## src/rtl/serial_add_ctrl_pkg.sv

```systemverilog
// rtl/serial_add_ctrl_pkg.sv - shared constants for the nibble-serial adder
// Purpose: FSM state encodings, datapath slice width and the signed-overflow
//   rule, shared by every file of the serial_add_ctrl block.
// Ports: none (package).
package serial_add_ctrl_pkg;

  localparam int NIB_W = 4;

  typedef enum logic [1:0] {
    ST_IDLE = 2'b00,
    ST_RUN  = 2'b01,
    ST_DONE = 2'b10
  } state_t;

  // Two's-complement overflow: operands agree in sign, result disagrees.
  function automatic logic signed_ofl(input logic a_msb,
                                      input logic b_msb,
                                      input logic s_msb);
    return (a_msb == b_msb) && (s_msb != a_msb);
  endfunction

endpackage

```

## src/rtl/rca_4b.sv

```systemverilog
// rtl/rca_4b.sv - 4-bit ripple-carry adder slice
// Purpose: combinational 4-bit add built from full-adder equations.
// Ports:
//   a, b  in  [3:0]  addends
//   cin   in         carry-in
//   sum   out [3:0]  sum bits
//   cout  out        carry-out of bit 3
module rca_4b (
  input  logic [3:0] a,
  input  logic [3:0] b,
  input  logic       cin,
  output logic [3:0] sum,
  output logic       cout
);

  logic [4:0] c;

  always_comb begin
    c    = '0;
    sum  = '0;
    c[0] = cin;
    for (int i = 0; i < 4; i++) begin
      sum[i]   = a[i] ^ b[i] ^ c[i];
      c[i + 1] = (a[i] & b[i]) | (c[i] & (a[i] ^ b[i]));
    end
    cout = c[4];
  end

endmodule

```

## src/rtl/serial_add_ctrl.sv

```systemverilog
// rtl/serial_add_ctrl.sv - nibble-serial add/subtract controller
// Purpose: computes A+B+C_in or A-B one nibble per cycle through a single
//   4-bit ripple-carry adder, LS nibble first, with fixed latency.
// Ports:
//   clk    in           clock, rising edge
//   rst    in           synchronous active-high reset
//   start  in           begin an operation (honoured only in IDLE)
//   sub    in           0: A+B+C_in, 1: A-B
//   A, B   in  [N-1:0]  operands, sampled with start
//   C_in   in           carry-in for add, sampled with start
//   S      out [N-1:0]  registered result
//   C_out  out          final carry (sub: 1 = no borrow)
//   Ofl    out          signed overflow
//   busy   out          operation in progress
//   done   out          one-cycle pulse when S/C_out/Ofl are valid
module serial_add_ctrl #(
  parameter int N = 16
) (
  input  logic         clk,
  input  logic         rst,
  input  logic         start,
  input  logic         sub,
  input  logic [N-1:0] A,
  input  logic [N-1:0] B,
  input  logic         C_in,
  output logic [N-1:0] S,
  output logic         C_out,
  output logic         Ofl,
  output logic         busy,
  output logic         done
);

  import serial_add_ctrl_pkg::*;

  localparam int NUM_NIB = N / NIB_W;
  localparam int CNT_W   = $clog2(NUM_NIB);
  localparam logic [CNT_W-1:0] LAST_NIB = CNT_W'(NUM_NIB - 1);

  state_t           state;
  logic [N-1:0]     a_reg;
  logic [N-1:0]     b_reg;
  logic             carry;
  logic [CNT_W-1:0] cnt;

  logic [NIB_W-1:0] nib_sum;
  logic             nib_cout;

  rca_4b u_rca (
    .a    (a_reg[{cnt, 2'b00} +: NIB_W]),
    .b    (b_reg[{cnt, 2'b00} +: NIB_W]),
    .cin  (carry),
    .sum  (nib_sum),
    .cout (nib_cout)
  );

  // busy/done are registered from the state of the previous cycle, which
  // places done one cycle after the FSM enters DONE, alongside C_out/Ofl.
  always_ff @(posedge clk) begin
    if (rst) begin
      state <= ST_IDLE;
      a_reg <= '0;
      b_reg <= '0;
      carry <= 1'b0;
      cnt   <= '0;
      S     <= '0;
      C_out <= 1'b0;
      Ofl   <= 1'b0;
      busy  <= 1'b0;
      done  <= 1'b0;
    end else begin
      busy <= (state != ST_IDLE);
      done <= (state == ST_DONE);
      case (state)
        ST_IDLE: begin
          if (start) begin
            a_reg <= A;
            // Subtract as A + ~B + 1.
            b_reg <= sub ? ~B : B;
            carry <= sub ? 1'b1 : C_in;
            cnt   <= '0;
            S     <= '0;
            C_out <= 1'b0;
            Ofl   <= 1'b0;
            state <= ST_RUN;
          end
        end
        ST_RUN: begin
          S[{cnt, 2'b00} +: NIB_W] <= nib_sum;
          carry <= nib_cout;
          cnt   <= cnt + CNT_W'(1);
          if (cnt == LAST_NIB) begin
            state <= ST_DONE;
          end
        end
        ST_DONE: begin
          C_out <= carry;
          Ofl   <= signed_ofl(a_reg[N-1], b_reg[N-1], S[N-1]);
          state <= ST_IDLE;
        end
        default: state <= ST_IDLE;
      endcase
    end
  end

endmodule

```

## config.mk

```make
export PLATFORM = sky130hd
export DESIGN_NAME = serial_add_ctrl
export DESIGN_NICKNAME = d
export VERILOG_FILES = /design/src/rtl/serial_add_ctrl_pkg.sv /design/src/rtl/rca_4b.sv /design/src/rtl/serial_add_ctrl.sv
export SDC_FILE = /design/constraint.sdc
export NUM_CORES = 1
export LEC_CHECK = 0
export ABC_AREA = 0
export CORE_MARGIN = 5
export CORE_UTILIZATION = 52
export CTS_BUF_LIST = sky130_fd_sc_hd__clkbuf_4 sky130_fd_sc_hd__clkbuf_8
export CTS_CLUSTER_DIAMETER = 40
export DETAILED_ROUTE_END_ITERATION = 12
export PLACE_DENSITY = 0.8
export REMOVE_ABC_BUFFERS = 1
export SKIP_LAST_GASP = 1
export SLEW_MARGIN = 20
export SYNTH_ARGS = -nofsm -noshare
export SYNTH_HDL_FRONTEND = slang
export SYNTH_SLANG_ARGS = --single-unit
```

## constraint.sdc

```tcl
create_clock -name clk -period 4.3 [get_ports clk]
set_clock_uncertainty 0.15 [all_clocks]
set_input_delay 0.43 -clock clk [delete_from_list [all_inputs] [get_ports clk]]
set_output_delay 0.43 -clock clk [all_outputs]
set_load 0.02 [all_outputs]
```

After elaboration in Yosys (flattened, before gate mapping)
Cells that the tools add are included.
{ "word_totals": {"regBits": 57, "in_bits": 37, "out_inout_bits": 20, "elab_cells": 68} }
{ "classes": {"n_addsub": 2, "n_eq_ne": 7, "shifts": 4, "mux": 15, "bitwise": 21, "reduce_logical": 9} }
{ "op_table": {"columns": ["op", "n"], "rows": [
  ["16-bit two-way mux", 2],
  ["16-bit case mux with 2 select lines", 1],
  ["16-bit by 5-bit variable part select with 4-bit output", 2],
  ["16-bit bitwise mux", 1],
  ["16-bit inverter", 1],
  ["4-bit by 6-bit variable shift with 16-bit output (first input constant)", 1],
  ["4-bit by 6-bit variable part select with 16-bit output", 1],
  ["1-bit AND", 8],
  ["2-bit case mux with 2 select lines", 2],
  ["2-bit AND reduction", 4],
  ["1-bit XOR", 8],
  ["2-bit two-way mux", 3],
  ["4-bit negation with 6-bit output", 1],
  ["1-bit case mux with 2 select lines", 3],
  ["2-bit nonzero test", 3],
  ["2-bit equality test (second input constant)", 2],
  ["2-bit inequality test (second input constant)", 2],
  ["1-bit OR", 4],
  ["1-bit two-way mux", 3],
  ["2-bit by 1-bit adder with 2-bit output (second input constant)", 1],
  ["2-bit by 1-bit equality test with 1-bit output (second input constant)", 1],
  ["2-bit zero test", 1],
  ["1-bit equality test", 1],
  ["1-bit logical AND", 1],
  ["1-bit inequality test", 1]
]} }

Logic depth before layout (Yosys ltp)
Gate-level depths: netlist of run 1.
{ "depth": {"word_depth": 12, "ltp_mapped": 13, "depth_no_buf": 12} }

Modules after synthesis
From an unflattened synthesis of run 1, not the netlist that was laid out.
{ "unflattened": {"hier_cells": 268, "area_unflattened_um2": 2650.0} }
{ "modules_own_cells": {"columns": ["mod", "n_inst", "cells_per_inst", "area_per_inst_um2", "seq_area_each_um2"], "rows": [
  ["serial_add_ctrl", 1, 254, 2532.4, 1141.1],
  ["rca_4b", 1, 14, 117.6, 0.0]
]} }

Worst setup path after synthesis of run 1
OpenSTA, ideal clock, no wires.
{ "synth_path": {"kind": "register to register", "start": "register cnt[0]", "end": "register S[11]", "setup_ns": 0.117, "arrival_time_ns": 2.854, "t_required_ns": 4.033, "path_slack_ns": 1.180, "path_stages_with_launch": 13, "path_buffers": 1, "synth_period_minus_slack_ns": 3.120, "path_cell_list": "dfxtp_1 buf_2 mux4_2 inv_1 fa_1 inv_1 fa_1 inv_1 fa_1 inv_1 fa_1 nor2b_1 a22o_1"} }
{ "synth_via": {"elab_chain_len": 12, "word_cells_on_any_way": 24, "cone_classes": "add/sub (1); shift (4); mux (2); bitwise (17)"} }
{ "synth_rtl": {"columns": ["item", "line", "source"], "rows": [
  ["start, declared", "serial_add_ctrl.sv:43", "logic [CNT_W-1:0] cnt;"],
  ["start signal, assigned", "serial_add_ctrl.sv:90", "cnt <= cnt + CNT_W'(1);"],
  ["16-bit by 5-bit variable part select with 4-bit output (on tied branches)", "serial_add_ctrl.sv:49, serial_add_ctrl.sv:50", null],
  ["1-bit XOR", "rca_4b.sv:23, rca_4b.sv:24", null],
  ["1-bit AND", "rca_4b.sv:24", "c[i + 1] = (a[i] & b[i]) | (c[i] & (a[i] ^ b[i]));"],
  ["1-bit OR", "rca_4b.sv:24", null],
  ["1-bit AND", "rca_4b.sv:24", null],
  ["1-bit OR", "rca_4b.sv:24", null],
  ["1-bit AND", "rca_4b.sv:24", null],
  ["1-bit OR", "rca_4b.sv:24", null],
  ["1-bit XOR", "rca_4b.sv:23", "sum[i] = a[i] ^ b[i] ^ c[i];"],
  ["4-bit by 6-bit variable part select with 16-bit output", "serial_add_ctrl.sv:88", "S[{cnt, 2'b00} +: NIB_W] <= nib_sum;"],
  ["16-bit bitwise mux (*)", "serial_add_ctrl.sv:88", null],
  ["16-bit case mux with 2 select lines (*)", "serial_add_ctrl.sv:73", "case (state)"],
  ["end signal, assigned by index", "serial_add_ctrl.sv:88", null],
  ["end, declared", "serial_add_ctrl.sv:26", "output logic [N-1:0] S,"]
]} }
Every way passes the cells marked *; elsewhere a longest branch is shown, timed or not.
A chain may end at the register's enable or synchronous reset.

Worst setup path in the final report of run 1
{ "layout_path": {"start": "register cnt[1]", "end": "register S[11]"} }
The elaborated chain is that of the path after synthesis.

==> impl_metrics.py, run 1 <==
metrics = {
    "outcome": {
        "status": "finished, final reports clean",
    },
    "floorplanning": {
        "die_h_um": 80.3,
        "start_util_pct": 54.1,
        "die_x_um": 80.3,
        "boundaryPins": 57,
        "coreArea_um2": 4750,
        "die_area_um2": 6450,
        "row_count": 25,
    },
    "routing": {
        "dr.pass1.iters": 4,
        "ant_nets": 0,
        "detail_route.wl_per_cell_um": 14.2,
        "finalWirelength_um": 5510,
        "drc_errors": 0,
        "viasPerCell": 5.28,
        "num_vias": 2052,
        "drtIter0Drc": 124,
    },
    "synthesis": {
        "syn_inst": 268,
        "synth_cell_type_count": 36,
        "syn_area_um2": 2570,
        "ys_seq_area_share_pct": 44.4,
        "ys_warn_count": 0,
        "avgSynthCellArea_um2": 9.59,
        "ys_seq_elements": 57,
    },
    "clock_network": {
        "post-cts-setup-buffers": 0,
        "numClockSinks": 57,
        "ctsHoldBuffers": 0,
        "cts_buffers": 9,
        "ctsResizeCount": 0,
        "root_buffer": "clkbuf_8",
        "cts_buffer_depth": 2,
        "clock_latency_ns": 0.34,
        "clkTransAtPathRegs_ns": 0.06,
        "htree_levels": 3,
        "cts_tree": "yes",
    },
    "timing": {
        "fmax_mhz": 314,
        "hold_viol": 0,
        "setup_viol_count_final": 0,
        "whs_ns": 0.307,
        "post-route-period-util_pct": 74.1,
        "finalCriticalPeriod_ns": 3.19,
        "worst_pin_slew_ns": 0.929,
        "maxSlewHeadroom_pct": 37.9,
        "rsz0062_at_grt": "no",
        "drv_slew": 0,
        "fin_tns_setup_ns": 0,
    },
    "final_layout": {
        "antenna_cells": 0,
        "layout.nets": 362,
        "fin_cells": 389,
        "areaGrowthSynthToFinish_pct": 29.7,
        "drive_gt1_share_pct": 10.2,
    },
    "power": {
        "power.leakage_nw": 1.20,
        "p_per_area_nw_per_um2": 371,
        "ir_worst_vdd_mv": 0.227,
        "p_total_mw": 1.24,
        "p_comb_share_pct": 14.0,
        "p_sw_mw": 0.314,
        "swShare_pct": 25.4,
        "pwr-share-clk_pct": 39.6,
        "internal_power_mw": 0.924,
        "power_frac_seq_pct": 46.4,
    },
    "placed_design": {
        "place_hpwl_um": 4020,
        "portBuffers": 56,
        "dpl.cell_count": 373,
        "place_congestion": 0.849,
    },
    "grt": {
        "grt_pass1_vias": 1992,
        "grt_overflow": 0,
        "track_usage_pct": 18.8,
        "grt_pass1_wl_um": 9180,
        "grt_max_degree": 53,
        "antenna_found_initial": 0,
    },
    "hold_path": {
        "hold_path_class": "flop to flop",
    },
    "critical_path": {
        "cp-start-kind": "flop",
        "cpPeakStageDelay_ns": 0.61,
        "critical_path.slowest_cell": "dfxtp_1",
        "critPathBufInv": 4,
        "cp_cell_sequence": "mux4_2, inv_1, fa_1, inv_1, fa_1, inv_1, fa_1, inv_1, fa_1, nor2b_1, a22o_1",
        "critPathCaptureType": "flop",
        "worst-setup-path-type": "flop to flop",
        "critical_path.top_delay_family": "adder cells",
        "worstPathArrival_ns": 3.27,
        "required_ns": 4.38,
        "critical_path.max_fanout": 12,
    },
    "job": {
        "drv_cap": 0,
    },
}
layout by cell type (no fill, tap or decap), types with 4 or more instances in the layout:
cell type / synthesis / final
mux2_2: 4 / 4
nand2_1: 37 / 37
mux4_2: 8 / 8
xnor2_1: 16 / 16
clkdlybuf4s50_1: 0 / 55
clkinv_2: 0 / 4
ha_1: 4 / 4
nor2_1: 24 / 24
a22o_1: 14 / 14
dfxtp_1: 57 / 57
a211oi_1: 16 / 16
clkbuf_8: 0 / 10
fa_1: 4 / 4
inv_1: 12 / 12
a21oi_1: 23 / 23
final timing paths:
check	start	end	slack (ns)	depth (start not counted)
setup / recovery	cnt[1]	S[11]	1.11	11
hold / removal	a_reg[3]	a_reg[3]	0.31	2
setup reg to reg	cnt[1]	S[11]	1.11	11
hold reg to reg	a_reg[3]	a_reg[3]	0.31	2
metal layers:
layer	GRT usage, %	wire [um]	vias to the layer above
met1	23.5	2500	945
met3	4.60	332	8
li1	-	-	1035
met4	9.97	113	0
met2	29.7	2570	64
met5	0	0	-
synth_stat cells:
| cell type | number | area share [%] |
|---|---|---|
| inv_1 | 12 | 1.8 |
| or4b_1 | 1 | 0.39 |
| a32oi_1 | 1 | 0.34 |
| ha_1 | 4 | 1.9 |
| or3b_2 | 1 | 0.34 |
| mux2i_1 | 1 | 0.39 |
| o21bai_1 | 1 | 0.29 |
| o31ai_1 | 1 | 0.29 |
| a21oi_1 | 23 | 4.5 |
| nand4bb_1 | 1 | 0.44 |
| and3b_1 | 1 | 0.34 |
| nor4b_1 | 1 | 0.34 |
| xnor2_1 | 16 | 5.5 |
| a22o_1 | 14 | 4.8 |
| fa_1 | 4 | 3.1 |
| o21a_1 | 1 | 0.29 |
| nor2_1 | 24 | 3.5 |
| buf_1 | 3 | 0.44 |
| buf_4 | 1 | 0.29 |
| nor2b_1 | 3 | 0.73 |
| mux4_2 | 8 | 7.0 |
| nand3_1 | 1 | 0.19 |
| buf_2 | 9 | 1.8 |
| nand2b_1 | 2 | 0.49 |
| dfxtp_1 | 57 | 44 |
| nor3b_1 | 2 | 0.58 |
| or3b_1 | 1 | 0.34 |
| clkbuf_1 | 7 | 1.0 |
| nor4_1 | 1 | 0.24 |
| mux2_2 | 4 | 1.8 |
| o21ai_0 | 3 | 0.58 |
| o2bb2ai_1 | 2 | 0.68 |
| nand4b_1 | 1 | 0.34 |
| a211oi_1 | 16 | 4.7 |
| nand2_1 | 37 | 5.4 |
| nor3_1 | 3 | 0.58 |
metrics by stage:
step,setup WS (ns),utilization (%),cell area [um^2]
floorplan,0.607,-,2480
global placement,1.22,66.0,3140
detailed placement,1.12,66.0,3140
CTS,1.11,70.1,3330
global route,0.915,70.1,3330
finish,1.11,70.1,3330
layout make-up:
class | count | area (um^2)
multi-input combinational | 179 | 1300
fill | 391 | 1420
inverter | 12 | 45.0
sequential | 57 | 1140
clock buffer | 10 | 138
timing repair buffer | 58 | 571
clock inverter | 6 | 57.6
tap | 67 | 83.8
cells by family after synthesis:
group	synth area share, %
AND/OR/NAND/NOR	14.3
AO/OA/AOI/OAI	16.4
flip-flops	44.4
buffers and inverters	5.26
XOR/XNOR	5.45
multiplexers	9.15
adder cells (fa/ha/maj)	5.06
power groups by stage:
| stage | clock (mW) | combinational, mW | sequential [mW] |
|---|---|---|---|
| after floorplan | 0 | 0.0976 | 0.585 |
| after global placement | 0 | 0.169 | 0.586 |
| after detailed placement | 0 | 0.173 | 0.586 |
| after CTS | 0.502 | 0.174 | 0.575 |
| after global routing | 0.531 | 0.192 | 0.578 |
| final | 0.491 | 0.173 | 0.575 |
tightest hold or removal path, delay by kind of cell (launching register included):
kind	cells	cell delay (ns)
AOI/OAI and AO/OA	1	0.05
DFF	1	0.31
and+or+nand+nor	1	0.05
Power figures use the tool's default switching activity.
==> run 2: changes to the inputs <==
- clock period: 4.3 -> 3.2 ns (I/O delays scaled with it)
==> impl_metrics.py, run 2 (same netlist as run 1, synthesis figures left out) <==
metrics = {
    "final_layout": {
        "antenna_cells": 0,
        "fill_cells": 368,
        "final_common_cell": "dfxtp_1",
        "layout_common_cells": "dfxtp_1, clkdlybuf4s50_1, nand2_1",
        "areaGrowthSynthToFinish_pct": 32.1,
        "layout.nets": 365,
        "fin_cells": 391,
        "drive_gt1_share_pct": 10.8,
        "final_cell_area_um2": 3390,
    },
    "grt": {
        "antenna_found_initial": 0,
        "track_usage_pct": 18.6,
        "grt_max_degree": 53,
        "grt_pass1_wl_um": 9290,
        "grt_pass1_vias": 1974,
        "grt_overflow": 0,
    },
    "critical_path": {
        "required_ns": 3.27,
        "cp_cell_sequence": "buf_4, mux4_2, fa_1, inv_1, fa_1, inv_1, fa_1, nor2b_1, a22o_1",
        "critical_path.top_delay_family": "adder cells",
        "cpMostUsedCell": "fa_1",
        "worstPathArrival_ns": 3.11,
        "critical_path.slowest_cell": "mux4_2",
        "critPathLaunch": "cnt[0]",
        "critPathCaptureType": "flop",
        "critPathBufInv": 3,
        "worst-setup-path-type": "flop to flop",
        "cpPeakStageDelay_ns": 0.55,
        "r2r_start": "cnt[0]",
        "critical_path.max_fanout": 10,
        "cp-start-kind": "flop",
    },
    "floorplanning": {
        "start_util_pct": 54.1,
        "die_h_um": 80.3,
        "coreArea_um2": 4750,
        "boundaryPins": 57,
        "row_count": 25,
        "die_x_um": 80.3,
        "die_area_um2": 6450,
    },
    "power": {
        "ir_worst_vdd_mv": 0.363,
        "power.leakage_nw": 1.24,
        "p_total_mw": 1.78,
        "p_per_area_nw_per_um2": 525,
    },
    "placed_design": {
        "place_hpwl_um": 4030,
        "dpl.cell_count": 376,
        "place_congestion": 0.846,
        "portBuffers": 56,
        "placed_area_um2": 3160,
    },
    "hold_path": {
        "hold_start": "a_reg[3]",
        "hold_path_class": "flop to flop",
    },
    "timing": {
        "worst_pin_slew_ns": 0.897,
        "hold_viol": 0,
        "maxSlewHeadroom_pct": 40.2,
        "fmax_mhz": 329,
        "post-route-period-util_pct": 95.1,
        "rsz0062_at_grt": "no",
        "finalCriticalPeriod_ns": 3.04,
        "drv_slew": 0,
        "setup_viol_count_final": 0,
        "fin_tns_setup_ns": 0,
    },
    "clock_network": {
        "post-cts-setup-buffers": 0,
        "cts_tree": "yes",
        "cts_buffers": 9,
        "clock_latency_ns": 0.33,
        "root_buffer": "clkbuf_8",
        "numClockSinks": 57,
        "clkTransAtPathRegs_ns": 0.06,
        "ctsResizeCount": 0,
        "cts_buffer_depth": 2,
        "htree_levels": 3,
        "ctsHoldBuffers": 0,
    },
    "routing": {
        "detail_route.wl_per_cell_um": 14.4,
        "finalWirelength_um": 5620,
        "num_vias": 2079,
        "drtIter0Drc": 146,
        "drc_errors": 0,
        "viasPerCell": 5.32,
        "dr.pass1.iters": 4,
        "ant_nets": 0,
    },
    "job": {
        "drv_cap": 0,
    },
    "outcome": {
        "status": "finished, final reports clean",
    },
}
[run 2: final cells by class]
| class | count | area [um^2] | share of cell area (%) |
|---|---|---|---|
| sequential | 57 | 1140 | 33.6 |
| inverter | 12 | 45.0 | 1.33 |
| clock buffer | 13 | 173 | 5.09 |
| clock inverter | 2 | 60.1 | 1.77 |
| multi-input combinational | 179 | 1300 | 38.3 |
| tap | 67 | 83.8 | 2.47 |
| timing repair buffer | 61 | 593 | 17.5 |
[run 2: path summary, 6_finish.rpt]
check                                end  depth (start not counted)  slack [ns]
worst min-delay path            a_reg[3]                          2        0.31
worst max-delay path               S[11]                          9        0.16
worst min register to register  a_reg[3]                          2        0.31
worst max register to register     S[11]                          9        0.16
[run 2: through the flow]
stage                     setup WS (ns)  utilization, %  hold WS, ns
final                             0.156            71.4        0.310
after global routing            0.00876            71.4        0.328
after CTS                         0.146            71.4        0.310
after detailed placement          0.165            66.5        0.301
after global placement            0.240            66.5        0.296
after floorplan                  -0.493               -        0.239
[run 2: worst min-delay path, cell delays in order (launching register included)]
cell and delay (ns):
dfxtp_1 0.31, nand2_1 0.05, a21oi_1 0.05
[run 2: power breakdown]
group	internal (mW)	leakage [nW]	switching (mW)
clock	0.507	0.119	0.267
sequential	0.746	0.466	0.0260
combinational	0.124	0.651	0.112
total	1.38	1.24	0.405
[run 2: metal layers]
| layer | global-route usage [%] | vias up | share of wire (%) |
|---|---|---|---|
| li1 | - | 1032 | - |
| met1 | 24.4 | 969 | 45 |
| met2 | 28.6 | 64 | 48 |
| met3 | 3.92 | 14 | 5.1 |
| met4 | 9.97 | 0 | 2.2 |
| met5 | 0 | - | 0 |
==> run 3: changes to the inputs <==
- PLACE_DENSITY: 0.8 -> 0.81
==> impl_metrics.py, run 3 (same netlist as run 1, synthesis figures left out) <==
metrics = {
    "clock_network": {
        "htree_levels": 3,
        "cts_buffer_depth": 2,
        "clock_latency_ns": 0.34,
        "ctsResizeCount": 0,
        "root_buffer": "clkbuf_8",
        "post-cts-setup-buffers": 0,
        "clkTransAtPathRegs_ns": 0.06,
        "cts_tree": "yes",
        "ctsHoldBuffers": 0,
        "numClockSinks": 57,
        "cts_buffers": 9,
    },
    "timing": {
        "rsz0062_at_grt": "no",
        "setup_viol_count_final": 0,
        "hold_viol": 0,
        "worst_pin_slew_ns": 0.668,
        "finalCriticalPeriod_ns": 2.96,
        "setup_ws_ns": 0.237,
        "fmax_mhz": 338,
        "fin_tns_setup_ns": 0,
        "post-route-period-util_pct": 92.6,
        "drv_slew": 0,
        "maxSlewHeadroom_pct": 55.1,
    },
    "placed_design": {
        "dpl.cell_count": 377,
        "place_hpwl_um": 4060,
        "place_congestion": 0.788,
        "portBuffers": 56,
        "dp_worst_setup_slack_ns": 0.156,
    },
    "routing": {
        "ant_nets": 0,
        "finalWirelength_um": 5660,
        "dr.pass1.iters": 4,
        "drc_errors": 0,
        "viasPerCell": 5.22,
        "detail_route.wl_per_cell_um": 14.4,
        "num_vias": 2050,
        "drtIter0Drc": 99,
    },
    "grt": {
        "use_met3_pct": 6.84,
        "grt-busiest-layer": "met2",
        "antenna_found_initial": 0,
        "grt_max_degree": 49,
        "track_usage_pct": 19.0,
        "grtUsageMet1_pct": 22.2,
        "grt_overflow": 0,
        "grtUsageMet2_pct": 31.1,
        "grt_pass1_vias": 2000,
        "grt_pass1_wl_um": 9200,
    },
    "floorplanning": {
        "die_area_um2": 6450,
        "start_util_pct": 54.1,
        "row_count": 25,
        "boundaryPins": 57,
        "die_x_um": 80.3,
        "die_h_um": 80.3,
        "coreArea_um2": 4750,
    },
    "final_layout": {
        "layout_common_cells": "dfxtp_1, clkdlybuf4s50_1, nand2_1",
        "drive_gt1_share_pct": 11.3,
        "antenna_cells": 0,
        "layout.nets": 366,
        "fill_cells": 378,
        "areaGrowthSynthToFinish_pct": 32.5,
        "regArea_um2": 1140,
        "fin_cells": 393,
        "final_core_util_pct": 71.6,
        "multi_input_area_um2": 1300,
    },
    "job": {
        "drv_cap": 0,
    },
    "power": {
        "power.leakage_nw": 1.24,
        "p_per_area_nw_per_um2": 517,
        "ir_worst_vdd_mv": 0.258,
    },
    "critical_path": {
        "cp_cell_sequence": "mux4_2, inv_1, fa_1, inv_1, fa_1, inv_1, fa_1, inv_1, fa_1, nor2b_1, a22o_1",
        "cpPeakStageDelay_ns": 0.51,
        "worst-setup-path-type": "flop to flop",
        "cp-start-kind": "flop",
        "required_ns": 3.28,
        "critPathCaptureType": "flop",
        "critical_path.max_fanout": 7,
        "worstPathArrival_ns": 3.04,
        "critical_path.slowest_cell": "mux4_2",
    },
    "hold_path": {
        "hold_path_class": "flop to flop",
    },
    "outcome": {
        "status": "finished, final reports clean",
    },
}
run 3: cell count changes in the layout (fill, tap and decap cells not counted), sizes merged:
cell,previous run,this run
clkbuf,13,15
clkdlybuf4s50,55,56
bufinv,2,1
run 3: layout make-up:
class	instances	area share [%]
timing repair buffer	62	17.8
sequential	57	33.5
clock buffer	15	5.88
multi-input combinational	179	38.1
tap	67	2.46
clock inverter	1	0.882
inverter	12	1.32
run 3: path summary, 6_finish.rpt:
| kind | from | end | slack (ns) | cells past startpoint |
|---|---|---|---|---|
| min reg2reg | a_reg[11] | a_reg[11] | 0.31 | 2 |
| max | cnt[0] | S[11] | 0.24 | 11 |
| max reg2reg | cnt[0] | S[11] | 0.24 | 11 |
| min | a_reg[11] | a_reg[11] | 0.31 | 2 |
run 3: report_power, final:
group | internal (mW) | leakage, nW | switching (mW)
Combinational | 0.125 | 0.656 | 0.114
Clock | 0.475 | 0.119 | 0.274
Sequential | 0.746 | 0.467 | 0.0267
run 3: per-layer routing:
layer	vias up	share of wire [%]
met2	58	47
met4	0	2.0
met3	10	6.4
li1	1035	-
met1	947	44
met5	-	0
run 3: metrics by stage:
stage	power (mW)	hold slack (ns)	area, um^2
after floorplan	0.917	0.239	2480
after global placement	1.02	0.289	3170
after detailed placement	1.02	0.298	3170
after CTS	1.77	0.310	3400
after global routing	1.84	0.326	3410
final	1.76	0.309	3410
run 3: critical path, delay by kind of cell, from the launching register on:
family,cells,cell delay (ns)
AND/OR/NAND/NOR,1,0.18
flip-flops,1,0.41
buffers and inverters,4,0.26
adder cells (fa/ha/maj),4,1.12
multiplexers,1,0.51
AO/OA/AOI/OAI,1,0.23
